<file path="src/rtl/stop_watch_btn_ctrl_amisha.sv">
`default_nettype none
// ============================================================================
//  Module   : stop_watch_btn_ctrl_amisha
//  Purpose  : Button conditioning for the stopwatch. Each button gets a 2-FF
//             synchroniser, a debounce FSM and press-edge detection. btn[1]
//             toggles go, btn[0] pulses clr.
//  Option   : STOPWATCH_CLR_STOPS_EN - a clear press also forces go to 0
//  Revision : 1.0 - initial release
// ============================================================================
module stop_watch_btn_ctrl_amisha #(
   parameter int N = 19
) (
   input  logic       clk_amisha,
   input  logic       reset_amisha,
   input  logic [1:0] btn_amisha,
   output logic       go_amisha,
   output logic       clr_amisha,
   output logic [1:0] db_amisha
);

   typedef enum logic [1:0] {
      ZERO  = 2'd0,
      WAIT1 = 2'd1,
      ONE   = 2'd2,
      WAIT0 = 2'd3
   } db_state_t;

   localparam logic [N-1:0] C_RELOAD = '1;

   logic [1:0] r_s1;
   logic [1:0] r_s2;
   logic [1:0] w_tick;
   logic [1:0] w_db;
   logic       r_go;
   logic       r_clr;

   always_ff @(posedge clk_amisha or posedge reset_amisha) begin
      if (reset_amisha) begin
         r_s1 <= 2'b00;
         r_s2 <= 2'b00;
      end else begin
         r_s1 <= btn_amisha;
         r_s2 <= r_s1;
      end
   end

   // One debounce FSM per button; tick fires only on the settle into ONE.
   for (genvar i = 0; i < 2; i++) begin : g_btn
      db_state_t    r_state;
      db_state_t    w_state_next;
      logic [N-1:0] r_cnt;
      logic [N-1:0] w_cnt_next;
      logic         r_tick;
      logic         w_tick_next;

      always_ff @(posedge clk_amisha or posedge reset_amisha) begin
         if (reset_amisha) begin
            r_state <= ZERO;
            r_cnt   <= '0;
            r_tick  <= 1'b0;
         end else begin
            r_state <= w_state_next;
            r_cnt   <= w_cnt_next;
            r_tick  <= w_tick_next;
         end
      end

      always_comb begin
         w_state_next = r_state;
         w_cnt_next   = r_cnt;
         w_tick_next  = 1'b0;
         case (r_state)
            ZERO: begin
               if (r_s2[i]) begin
                  w_state_next = WAIT1;
                  w_cnt_next   = C_RELOAD;
               end
            end
            WAIT1: begin
               if (!r_s2[i]) begin
                  w_state_next = ZERO;
               end else if (r_cnt != '0) begin
                  w_cnt_next = r_cnt - 1'b1;
               end else begin
                  w_state_next = ONE;
                  w_tick_next  = 1'b1;
               end
            end
            ONE: begin
               if (!r_s2[i]) begin
                  w_state_next = WAIT0;
                  w_cnt_next   = C_RELOAD;
               end
            end
            WAIT0: begin
               if (r_s2[i]) begin
                  w_state_next = ONE;
               end else if (r_cnt != '0) begin
                  w_cnt_next = r_cnt - 1'b1;
               end else begin
                  w_state_next = ZERO;
               end
            end
            default: begin
               w_state_next = ZERO;
            end
         endcase
      end

      assign w_tick[i] = r_tick;
      assign w_db[i]   = (r_state == ONE) || (r_state == WAIT0);
   end

   always_ff @(posedge clk_amisha or posedge reset_amisha) begin
      if (reset_amisha) begin
         r_go  <= 1'b0;
         r_clr <= 1'b0;
      end else begin
         r_clr <= w_tick[0];
`ifdef STOPWATCH_CLR_STOPS_EN
         // Clear has priority so a simultaneous press always leaves go stopped.
         if (w_tick[0]) begin
            r_go <= 1'b0;
         end else if (w_tick[1]) begin
            r_go <= ~r_go;
         end
`else
         if (w_tick[1]) begin
            r_go <= ~r_go;
         end
`endif
      end
   end

   assign go_amisha  = r_go;
   assign clr_amisha = r_clr;
   assign db_amisha  = w_db;

endmodule
`default_nettype wire

</file>
<file path="config.mk">
export PLATFORM = sky130hd
export DESIGN_NAME = stop_watch_btn_ctrl_amisha
export DESIGN_NICKNAME = d
export VERILOG_FILES = /design/src/rtl/stop_watch_btn_ctrl_amisha.sv
export SDC_FILE = /design/constraint.sdc
export NUM_CORES = 1
export LEC_CHECK = 0
export CORE_ASPECT_RATIO = 1.2
export CORE_UTILIZATION = 50
export CTS_CLUSTER_SIZE = 40
export DETAILED_ROUTE_END_ITERATION = 16
export PLACE_DENSITY = 0.76
export SKIP_CTS_REPAIR_TIMING = 1
export SYNTH_ARGS = -nofsm -noshare
export SYNTH_HDL_FRONTEND = slang
export SYNTH_SLANG_ARGS = --single-unit
</file>
<file path="constraint.sdc">
create_clock -name clk_amisha -period 3.5 [get_ports clk_amisha]
set_clock_uncertainty 0.1 [all_clocks]
set_input_delay 0.525 -clock clk_amisha [delete_from_list [all_inputs] [get_ports clk_amisha]]
set_output_delay 0.525 -clock clk_amisha [all_outputs]
set_load 0.05 [all_outputs]
</file>
Word-level counts from Yosys, hierarchy flattened. Index checks and enable logic that the tools add are counted.

Add/subtract/negate cells: 2. $mul: 0. Divide/modulo/power cells: 0. Order comparisons: 0. Eq/ne operators: 18. Shift operators: 0. Multiplexer cells: 32. Bitwise gates (word level): 1. Reduce and logical (&&, ||, !) cells: 10.

Operators by type and width (number): $mux 19 (10); $pmux 19 s4 (2); $reduce_bool 19->1 (2); $sub 19x1->19 const B (2); $mux 2 (12); $ne 2x2->1 const B (8); $pmux 2 s4 (2); $reduce_and 4->1 (4); $ne 3x3->1 const B (4); $eq 2x2->1 const B (4); $mux 1 (6); $eq 2x1->1 const B (2); $logic_not 2->1 (2); $logic_or 1x1->1 (2); $not 1->1 (1).

Register bits after elaboration: 50. Latch bits: 0. Bits in writable memories: 0. Bits in read-only memories: 0. Bits of input ports: 4. Output and inout bits: 4. Word-level logic and storage cells: 73. Memories kept: 0.

Depth between registers and ports, before layout. Gate-level depths: netlist (run 1).

Depth in word-level cells: 4. Mapped depth: 9. Mapped depth without buffers: 7.

Worst setup path after synthesis (run 1). OpenSTA, ideal clock, no wires.

Path kind: flip-flop to flip-flop. Start: register g_btn[0].r_cnt[0]. End: register with a tool-made name. Setup time: 0.125 ns. Arrival: 2.376 ns. Data required time: 3.275 ns. Path slack: 0.899 ns. Stages on the path, launching flop included: 9. Buffers on the path: 2. Clock period less this slack: 2.601 ns. Cell sequence: dfrtp_1 inv_1 ha_1 or4b_1 buf_2 or4_4 buf_6 nor2_2 mux2_2.

RTL lines: from (decl) (RTL line 51) `logic [N-1:0] r_cnt;`; from (signal assigned) (RTL line 63) `r_cnt <= w_cnt_next;`.

==> results of run 1 <==
==> per-layer routing <==
layer	vias up	routed length [um]	GRT usage, %
met5	-	0	0
met4	0	96	7.708
met3	11	106	4.444
met2	22	2684	37.94
met1	986	2364	24.96
li1	1041	-	-
==> logic make-up after synthesis <==
kind of cell / Yosys count
compound gates: 68
xor+xnor: 9
fa+ha+maj: 2
buf+inv: 24
flops: 50
mux: 8
simple gates: 117
==> registers in the layout, summed over array words and instances, names as in the netlist, named ones only <==
name,count
g_btn.r_tick,2
go_amisha,1
g_btn.r_state,2
r_s2,2
g_btn.r_cnt,38
r_s1,2
clr_amisha,1
==> worst paths after layout <==
path	to	slack, ns	cells after the start
worst max-delay path	flop	0.78	6
worst min-delay path	clr_amisha	0.26	0
worst max register to register	flop	0.78	6
worst min register to register	clr_amisha	0.26	0
max in group asynchronous	g_btn[1].r_cnt[3]	1.99	2
min in group asynchronous	g_btn[1].r_tick	0.67	2
==> final cells by class <==
type	instances	area [sq um]	share of cell area [%]
clock buffers	8	110.1	3.821
inverters	11	41.29	1.433
multi-input cells	204	1281	44.46
flip-flops and latches	50	1251	43.42
well taps	60	75.07	2.605
repair buffers	14	122.6	4.255
==> report_power, final <==
| group | internal, uW | switching [uW] | leakage, uW |
|---|---|---|---|
| Clock | 200 | 183 | 0.0000575 |
| Combinational | 60.9 | 72.6 | 0.000497 |
| Sequential | 625 | 59.9 | 0.000511 |
| Total | 886 | 316 | 0.00107 |
==> placed cells by master, fill, tap and decap left out, types with 7 or more instances in the layout <==
master,n
dfrtp_1,50
o21ai_0,17
inv_1,10
nor3_1,13
clkbuf_8,8
nand2_1,22
nor2_1,25
clkdlybuf4s50_1,7
buf_4,7
a21oi_1,9
nand3_1,12
==> per-stage QoR <==
step / power, uW / cells
after floorplan: 787.3 / 278
after global placement: 821.8 / 339
after detailed placement: 830.0 / 339
after CTS: 1213 / 347
after global routing: 1258 / 347
final: 1201 / 347
==> flow_metrics.tcl, run 1 <==
set metrics [dict create \
    drv_slew 0 \
    power.density_nw_per_um2 417.0 \
    peakVddDrop_mv 0.2363 \
    clkTransAtPathRegs_ns 0.08 \
    ys_warn_count 0 \
    synth-edff-count 0 \
    ys.flop_type "dfrtp_1" \
    grt.total_usage_pct 21.40 \
    tns_ns 0 \
    fin_util_pct 57.52 \
    synth_top_family_by_area "simple AND/OR/NAND/NOR gates" \
    muxShareOfSynthArea_pct 3.138 \
    drive_gt1_share_pct 9.059 \
    crit_chain "inv_1 > ha_1 > or4b_1 > or4_4 > nor2_2 > mux2_2" \
    cts_max_level 2 \
    setup_viol 0 \
    synth.top_cell.area_share_pct 47.55 \
    io_pins 8 \
    synth_area_leader_cell "dfrtp_1" \
    fp-row-count 28 \
    required_ns 3.59 \
    coreArea_sq_um 5010 \
    crit_type "reg2reg" \
    postLayoutCellArea_sq_um 2882 \
    crit_start "g_btn[0].r_cnt[0]" \
    whs_ns 0.2592 \
    vias_per_cell 5.937 \
    cap_viol_max_count 0 \
    synthTopCellsByCount "dfrtp_1, nor2_1, nand2_1" \
    syn_inst 278 \
    synth-xor-area-share_pct 2.996 \
    crit_family "simple AND/OR/NAND/NOR gates" \
    synthDistinctLibCells 55 \
    die_area_sq_um 5558 \
    first_global_vias 2006 \
    period_needed_ns 2.720 \
    netlist_top_cells_area "dfrtp_1, nor2_1, o21ai_0" \
    yosysMostFrequentCell "dfrtp_1" \
    tightest_slew_ns 1.011 \
    finalCritPeriodShare_pct 77.73 \
    io_buffers 7 \
    clock_latency_ns 0.30 \
    vias 2060 \
    end_kind "flop" \
    synth_compound_area_share_pct 17.74 \
    grt_pass1_wl_mm 8.949 \
    drt_wl_total_mm 5.252 \
    layout.nets 292 \
    dr.first_iter.drc_count 149 \
    diodes 0 \
    dpl.hpwl_mm 3.539 \
    timing.rr.start "g_btn[0].r_cnt[0]" \
    ys_seq_area_share_pct 47.55 \
    grt_max_degree 51 \
    syn-num-nets 284 \
    drtPass1Iterations 5 \
    leakage_uw 0.001066 \
    die_width_um 68.22 \
    hp-start "g_btn[0].r_tick" \
    ant_nets 0 \
    critPathMaxFanout 9 \
    place_congestion 0.8304 \
    status "completed" \
    setup_slack_ns 0.7796 \
    synth_adder_area_share_pct 0.9510 \
    cts_tree "built" \
    avgSynthCellArea_sq_um 9.465 \
    clock-sinks 50 \
    rsz0062_at_grt "no" \
    fillerInstances 451 \
    hold_class "reg2reg" \
    synth_seq_cells 50 \
    die_h_um 81.47 \
    start_util_pct 52.52 \
    synth_simple_gate_area_share_pct 23.87 \
    cts_buffer_depth 2 \
    cts_buffers 5 \
    async_reset_ff_share_pct 100.0 \
    post-route-drc-count 0 \
    wire_per_inst_um 15.14 \
    max_freq_mhz 367.6 \
    area_delta_synth_final_pct 9.510 \
    worstPathArrival_ns 2.81 \
    finalHoldViolations 0 \
    max-slew-margin-rel_pct 32.51 \
    placed_area_sq_um 2771 \
    grt.overflow.total 0 \
    cpMaxStageDelayCell "or4_4" \
    cts_root_buf "clkbuf_8" \
    critPathBufInv 1 \
    critPathLaunchType "flop" \
    synth_area_sq_um 2631 \
    dp_worst_setup_slack_ns 0.8177 \
    antenna_found_initial 0 \
    max_stage_delay_ns 0.57 \
]
Note: power is estimated with default switching activity, not from simulation.
==> run 2, diff against run 1 <==
--- a/config.mk
+++ b/config.mk
@@ -9,7 +9,7 @@
 export CORE_UTILIZATION = 50
 export CTS_CLUSTER_SIZE = 40
 export DETAILED_ROUTE_END_ITERATION = 16
-export PLACE_DENSITY = 0.76
+export PLACE_DENSITY = 0.79
 export SKIP_CTS_REPAIR_TIMING = 1
 export SYNTH_ARGS = -nofsm -noshare
 export SYNTH_HDL_FRONTEND = slang
==> constraint.sdc (replaced) <==
create_clock -name clk_amisha -period 2.3 [get_ports clk_amisha]
set_clock_uncertainty 0.1 [all_clocks]
set_input_delay 0.345 -clock clk_amisha [delete_from_list [all_inputs] [get_ports clk_amisha]]
set_output_delay 0.345 -clock clk_amisha [all_outputs]
set_load 0.05 [all_outputs]
==> run 2 against run 1 <==
Compared with the run above: the run now ends with setup timing left; global-route usage up 0.54 points; design area is 9.1% higher; critical path depth up 1; via count up 10%; fmax up 5.7%; clock power up 61%; sequential power is 50% higher; largest cell class unchanged; largest power group unchanged; highest routed layer unchanged.
==> flow_metrics.tcl, run 2 (same netlist as run 1, synthesis figures left out) <==
set metrics [dict create \
    dpl.hpwl_mm 3.896 \
    clkTransAtPathRegs_ns 0.09 \
    cts_tree "built" \
    timing.rr.end "g_btn[0].r_cnt[1]" \
    die_h_um 81.47 \
    reg2reg_depth 7 \
    layout_commonest_cell "dfrtp_1" \
    fp-row-count 28 \
    required_ns 2.39 \
    status "finished with violations" \
    place_congestion 0.7983 \
    area_delta_synth_final_pct 19.45 \
    drtPass1Iterations 7 \
    crit_family "simple AND/OR/NAND/NOR gates" \
    crit_chain "inv_2 > ha_4 > or4b_4 > or4_4 > or3_4 > mux2i_1 > a22oi_1" \
    fin_cells 372 \
    dp_cells 361 \
    end_kind "flop" \
    die_width_um 68.22 \
    layout.nets 317 \
    clock_latency_ns 0.31 \
    finalCritPeriodShare_pct 111.9 \
    grt.total_usage_pct 21.94 \
    clock-sinks 50 \
    grt_pass1_wl_mm 9.128 \
    max-slew-margin-rel_pct 50.05 \
    cts_max_level 2 \
    start_util_pct 52.52 \
    coreArea_sq_um 5010 \
    setup_slack_ns -0.2745 \
    peakVddDrop_mv 0.3961 \
    critPathMaxFanout 7 \
    cts_buffers 5 \
    cpMaxStageDelayCell "or4_4" \
    crit_start "g_btn[0].r_cnt[1]" \
    power.density_nw_per_um2 615.0 \
    setup_viol 15 \
    drv_slew 0 \
    vias_per_cell 6.097 \
    cp-endpoint "g_btn[0].r_cnt[1]" \
    largest_reg_flops 38 \
    ant_nets 0 \
    cts_buffer_depth 2 \
    vias 2268 \
    io_pins 8 \
    io_buffers 7 \
    max_stage_delay_ns 0.60 \
    largest_register "g_btn.r_cnt" \
    violations "setup timing" \
    antenna_found_initial 0 \
    finalHoldViolations 0 \
    final_cell_mix "dfrtp_1, buf_4, nor2_1" \
    max_freq_mhz 388.4 \
    critPathBufInv 1 \
    period_needed_ns 2.574 \
    critPathLaunchType "flop" \
    first_global_vias 2161 \
    fillerInstances 376 \
    cap_viol_max_count 0 \
    whs_ns 0.2125 \
    wire_per_inst_um 15.42 \
    crit_type "reg2reg" \
    tightest_slew_ns 0.7439 \
    drt_wl_total_mm 5.738 \
    die_area_sq_um 5558 \
    worstPathArrival_ns 2.66 \
    dr.first_iter.drc_count 129 \
    ff2ff_setup_slack_ns -0.27 \
    timing.rr.start "g_btn[0].r_cnt[1]" \
    cts_root_buf "clkbuf_8" \
    drive_gt1_share_pct 18.91 \
    hold_class "in2async" \
    diodes 0 \
    grt_max_degree 36 \
    crit_cells 7 \
    grt.overflow.total 0 \
    rsz0062_at_grt "yes" \
    leakage_uw 0.001185 \
    post-route-drc-count 0 \
]
## run 2: power breakdown
| group | leakage [uW] | internal (uW) | switching [uW] | total [uW] |
|---|---|---|---|---|
| Combinational | 0.000623 | 138 | 145 | 284 |
| Sequential | 0.000511 | 951 | 83.3 | 1030 |
| Clock | 0.0000514 | 325 | 290 | 615 |
## run 2: worst min-delay path by stage
stage | endpoint | slack, ns | cells after the start
finish | g_btn[0].r_tick | 0.21 | 2
detailed placement | clr_amisha | 0.25 | 0
global placement | r_s2[1] | 0.23 | 0
floorplan | clr_amisha | 0.23 | 0
CTS | g_btn[0].r_cnt[13] | 0.22 | 2
global route | g_btn[0].r_tick | 0.27 | 2
## run 2: per-layer routing
metal / share of wire [%] / wire (um) / vias up / global-route usage (%)
met5: 0 / 0 / - / 0
met4: 1.7 / 97 / 0 / 9.792
met3: 3.7 / 211 / 11 / 3.889
met2: 55 / 3139 / 60 / 42.45
met1: 40 / 2289 / 1100 / 21.96
li1: - / - / 1097 / -
## run 2: layout make-up
cell class	instances	area [sq um]	share of cell area [%]
clock buffers	6	72.57	2.309
clock inverters	2	37.54	1.194
inverters	11	41.29	1.314
multi-input cells	204	1339	42.60
flip-flops and latches	50	1251	39.81
well taps	60	75.07	2.389
repair buffers	39	326.6	10.39
## run 2: through the flow
stage / power, uW / worst slack [ns] / TNS (ns) / area [sq um] / utilization (%)
floorplan: 1198 / -0.2946 / -2.374 / 2636 / -
global placement: 1293 / -0.1262 / -0.7509 / 2954 / 58.97
detailed placement: 1311 / -0.2203 / -1.718 / 2954 / 58.97
CTS: 1923 / -0.2186 / -1.925 / 3064 / 61.16
global route: 2026 / -0.3432 / -3.205 / 3143 / 62.74
finish: 1933 / -0.2745 / -1.915 / 3143 / 62.74
==> run 3, diff against run 2 <==
--- a/config.mk
+++ b/config.mk
@@ -5,11 +5,13 @@
 export SDC_FILE = /design/constraint.sdc
 export NUM_CORES = 1
 export LEC_CHECK = 0
+export ABC_AREA = 1
 export CORE_ASPECT_RATIO = 1.2
-export CORE_UTILIZATION = 50
+export CORE_UTILIZATION = 30
 export CTS_CLUSTER_SIZE = 40
 export DETAILED_ROUTE_END_ITERATION = 16
-export PLACE_DENSITY = 0.79
+export PLACE_DENSITY = 0.55
+export REMOVE_ABC_BUFFERS = 1
 export SKIP_CTS_REPAIR_TIMING = 1
 export SYNTH_ARGS = -nofsm -noshare
 export SYNTH_HDL_FRONTEND = slang
==> run 3 against run 2 <==
Compared with the run above: combinational power increased by 15%; critical path type unchanged; synthesized area increased by 12%; the run now ends clean; largest power group unchanged; via count increased by 7.2%; clock-buffer cell count decreased by 1; sequential cell count unchanged.
==> flow_metrics.tcl, run 3 <==
set metrics [dict create \
    die_area_sq_um 10240 \
    period_needed_ns 1.986 \
    switchingPower_uw 636.4 \
    leakage_uw 0.001651 \
    max_freq_mhz 503.5 \
    die_width_um 92.55 \
    io_buffers 7 \
    synthTopCellsByCount "nand2_1, nor2_1, dfrtp_1" \
    yosysMostFrequentCell "nand2_1" \
    peakVddDrop_mv 0.3408 \
    cp-endpoint "g_btn[0].r_cnt[3]" \
    timing.rr.start "g_btn[0].r_cnt[0]" \
    grt_max_degree 37 \
    diodes 0 \
    start_util_pct 30.86 \
    dp_cells 541 \
    place_congestion 0.7994 \
    required_ns 2.37 \
    syn_inst 416 \
    final_cell_mix "nand2_1, nor2_1, dfrtp_1" \
    drive_gt1_share_pct 7.277 \
    tns_ns 0 \
    grt.overflow.total 0 \
    power_uw 2340 \
    met1_length_mm 3.193 \
    netlist_top_cells_area "dfrtp_1, nand2_1, nor2_1" \
    synth.top_cell.area_share_pct 42.39 \
    first_global_vias 2250 \
    async_reset_ff_share_pct 100.0 \
    hold_class "in2async" \
    finalCritPeriodShare_pct 86.34 \
    grt.total_usage_pct 13.20 \
    status "completed" \
    ys_seq_area_share_pct 42.39 \
    dp_worst_setup_slack_ns 0.3286 \
    largest_reg_flops 38 \
    avgSynthCellArea_sq_um 7.095 \
    critPathMaxFanout 29 \
    clock-sinks 50 \
    cts_root_buf "clkbuf_16" \
    dpl.hpwl_mm 4.564 \
    cts_tree "built" \
    cts_buffers 5 \
    synthDistinctLibCells 26 \
    tightest_slew_ns 0.5928 \
    p_clk_share_pct 41.2 \
    vias_per_cell 4.430 \
    synth_area_sq_um 2952 \
    synth-edff-count 0 \
    fp-row-count 39 \
    vias 2432 \
    clock_latency_ns 0.30 \
    crit_type "reg2reg" \
    setup_slack_ns 0.3141 \
    placed_area_sq_um 3159 \
    timing.rr.end "g_btn[0].r_cnt[3]" \
    largest_register "g_btn.r_cnt" \
    ff2ff_setup_slack_ns 0.31 \
    ys_warn_count 0 \
    layout.nets 431 \
    max-slew-margin-rel_pct 60.33 \
    seqPwrFrac_pct 44.9 \
    finalHoldViolations 0 \
    combPwrFrac_pct 13.9 \
    area_delta_synth_final_pct 13.61 \
    post-route-drc-count 0 \
    setup_viol 0 \
    rsz0062_at_grt "no" \
    io_pins 8 \
    dr.first_iter.drc_count 183 \
    wire_per_inst_um 11.55 \
    cell_internal_pwr_uw 1704 \
    coreArea_sq_um 9564 \
    critPathLaunchType "flop" \
    end_kind "flop" \
    worstPathArrival_ns 2.05 \
    top_layer_used "met4" \
    grt_pass1_wl_mm 10.76 \
    layout_commonest_cell "nand2_1" \
    clkTransAtPathRegs_ns 0.07 \
    cap_viol_max_count 0 \
    cts_max_level 2 \
    crit_start "g_btn[0].r_cnt[0]" \
    antenna_found_initial 0 \
    postLayoutCellArea_sq_um 3353 \
    ys.flop_type "dfrtp_1" \
    reg2reg_depth 9 \
    p_sw_share_pct 27.19 \
    wl_met3_um 164 \
    ant_nets 0 \
    drt_wl_total_mm 6.343 \
    die_h_um 110.7 \
    fin_cells 549 \
    power.density_nw_per_um2 697.9 \
    synth_seq_cells 50 \
    drv_slew 0 \
    drtPass1Iterations 4 \
    cts_buffer_depth 2 \
    met2WireLength_mm 2.879 \
    synth_area_leader_cell "dfrtp_1" \
]
[run 3: changes by cell type after synthesis, sizes merged, moves of 6 or more]
cell	before	now
nor3b	6	0
clkbuf	11	4
nor3	13	2
a21oi	9	0
xor2	5	12
inv	11	43
o21ai	19	28
nand2	22	151
mux2i	6	0
nand3	12	33
nor2	26	64
[run 3: critical path, cell delays in order, from the launching register on]
cell and delay (ns):
dfrtp_1 0.36, inv_1 0.14, ha_1 0.29, nand2_2 0.12
nor2_4 0.19, nand3_4 0.12, nand2_4 0.12, inv_2 0.19
o21ai_0 0.13, o21ai_0 0.10
[run 3: area by class of cell]
| type | instances | area (sq um) |
|---|---|---|
| Fill cell | 1039 | 6211 |
| Clock inverter | 3 | 68.82 |
| Inverter | 43 | 161.4 |
| Multi-Input combinational cell | 312 | 1465 |
| Timing Repair Buffer | 13 | 127.6 |
| Sequential cell | 50 | 1251 |
| Clock buffer | 5 | 125.1 |
| Tap cell | 123 | 153.9 |
[run 3: stage by stage]
| step | hold WS (ns) | util (%) |
|---|---|---|
| 3_3_place_gp | 0.2331 | 33.03 |
| 5_1_grt | 0.2647 | 35.06 |
| 2_1_floorplan | 0.2312 | - |
| 3_5_place_dp | 0.2418 | 33.03 |
| 4_1_cts | 0.2283 | 35.06 |
| 6_report | 0.2258 | 35.06 |
[run 3: layer usage]
layer  vias up  GRT usage [%]
li1       1306              -
met1      1094          17.95
met2        26          20.74
met3         6          2.332
met4         0          5.000
met5         -              0
[run 3: logic make-up (layout without fill, tap and decap cells)]
family | count (synthesis) | count (layout) | share of synthesized area, %
fa+ha+maj | 2 | 2 | 0.8477
flops | 50 | 50 | 42.39
compound gates | 28 | 28 | 5.129
buf+inv | 54 | 64 | 7.969
simple gates | 268 | 268 | 39.51
xor+xnor | 14 | 14 | 4.154
[run 3: how the worst min path moves through the flow]
stage               startpoint            endpoint  slack, ns  cells after the start
2_1_floorplan  g_btn[0].r_tick          clr_amisha       0.23                      0
3_3_place_gp   g_btn[0].r_tick          clr_amisha       0.23                      0
3_5_place_dp           r_s1[1]             r_s2[1]       0.24                      0
4_1_cts           reset_amisha  g_btn[1].r_cnt[16]       0.23                      2
5_1_grt        g_btn[0].r_tick          clr_amisha       0.26                      0
6_report          reset_amisha  g_btn[1].r_cnt[16]       0.23                      2
[run 3: power groups by stage]
stage | combinational (uW) | sequential (uW) | clock, uW
final | 326 | 1050 | 964
after global routing | 383 | 1060 | 1020
after CTS | 331 | 1050 | 994
after detailed placement | 330 | 1070 | 0
after global placement | 323 | 1060 | 0
after floorplan | 252 | 1040 | 0
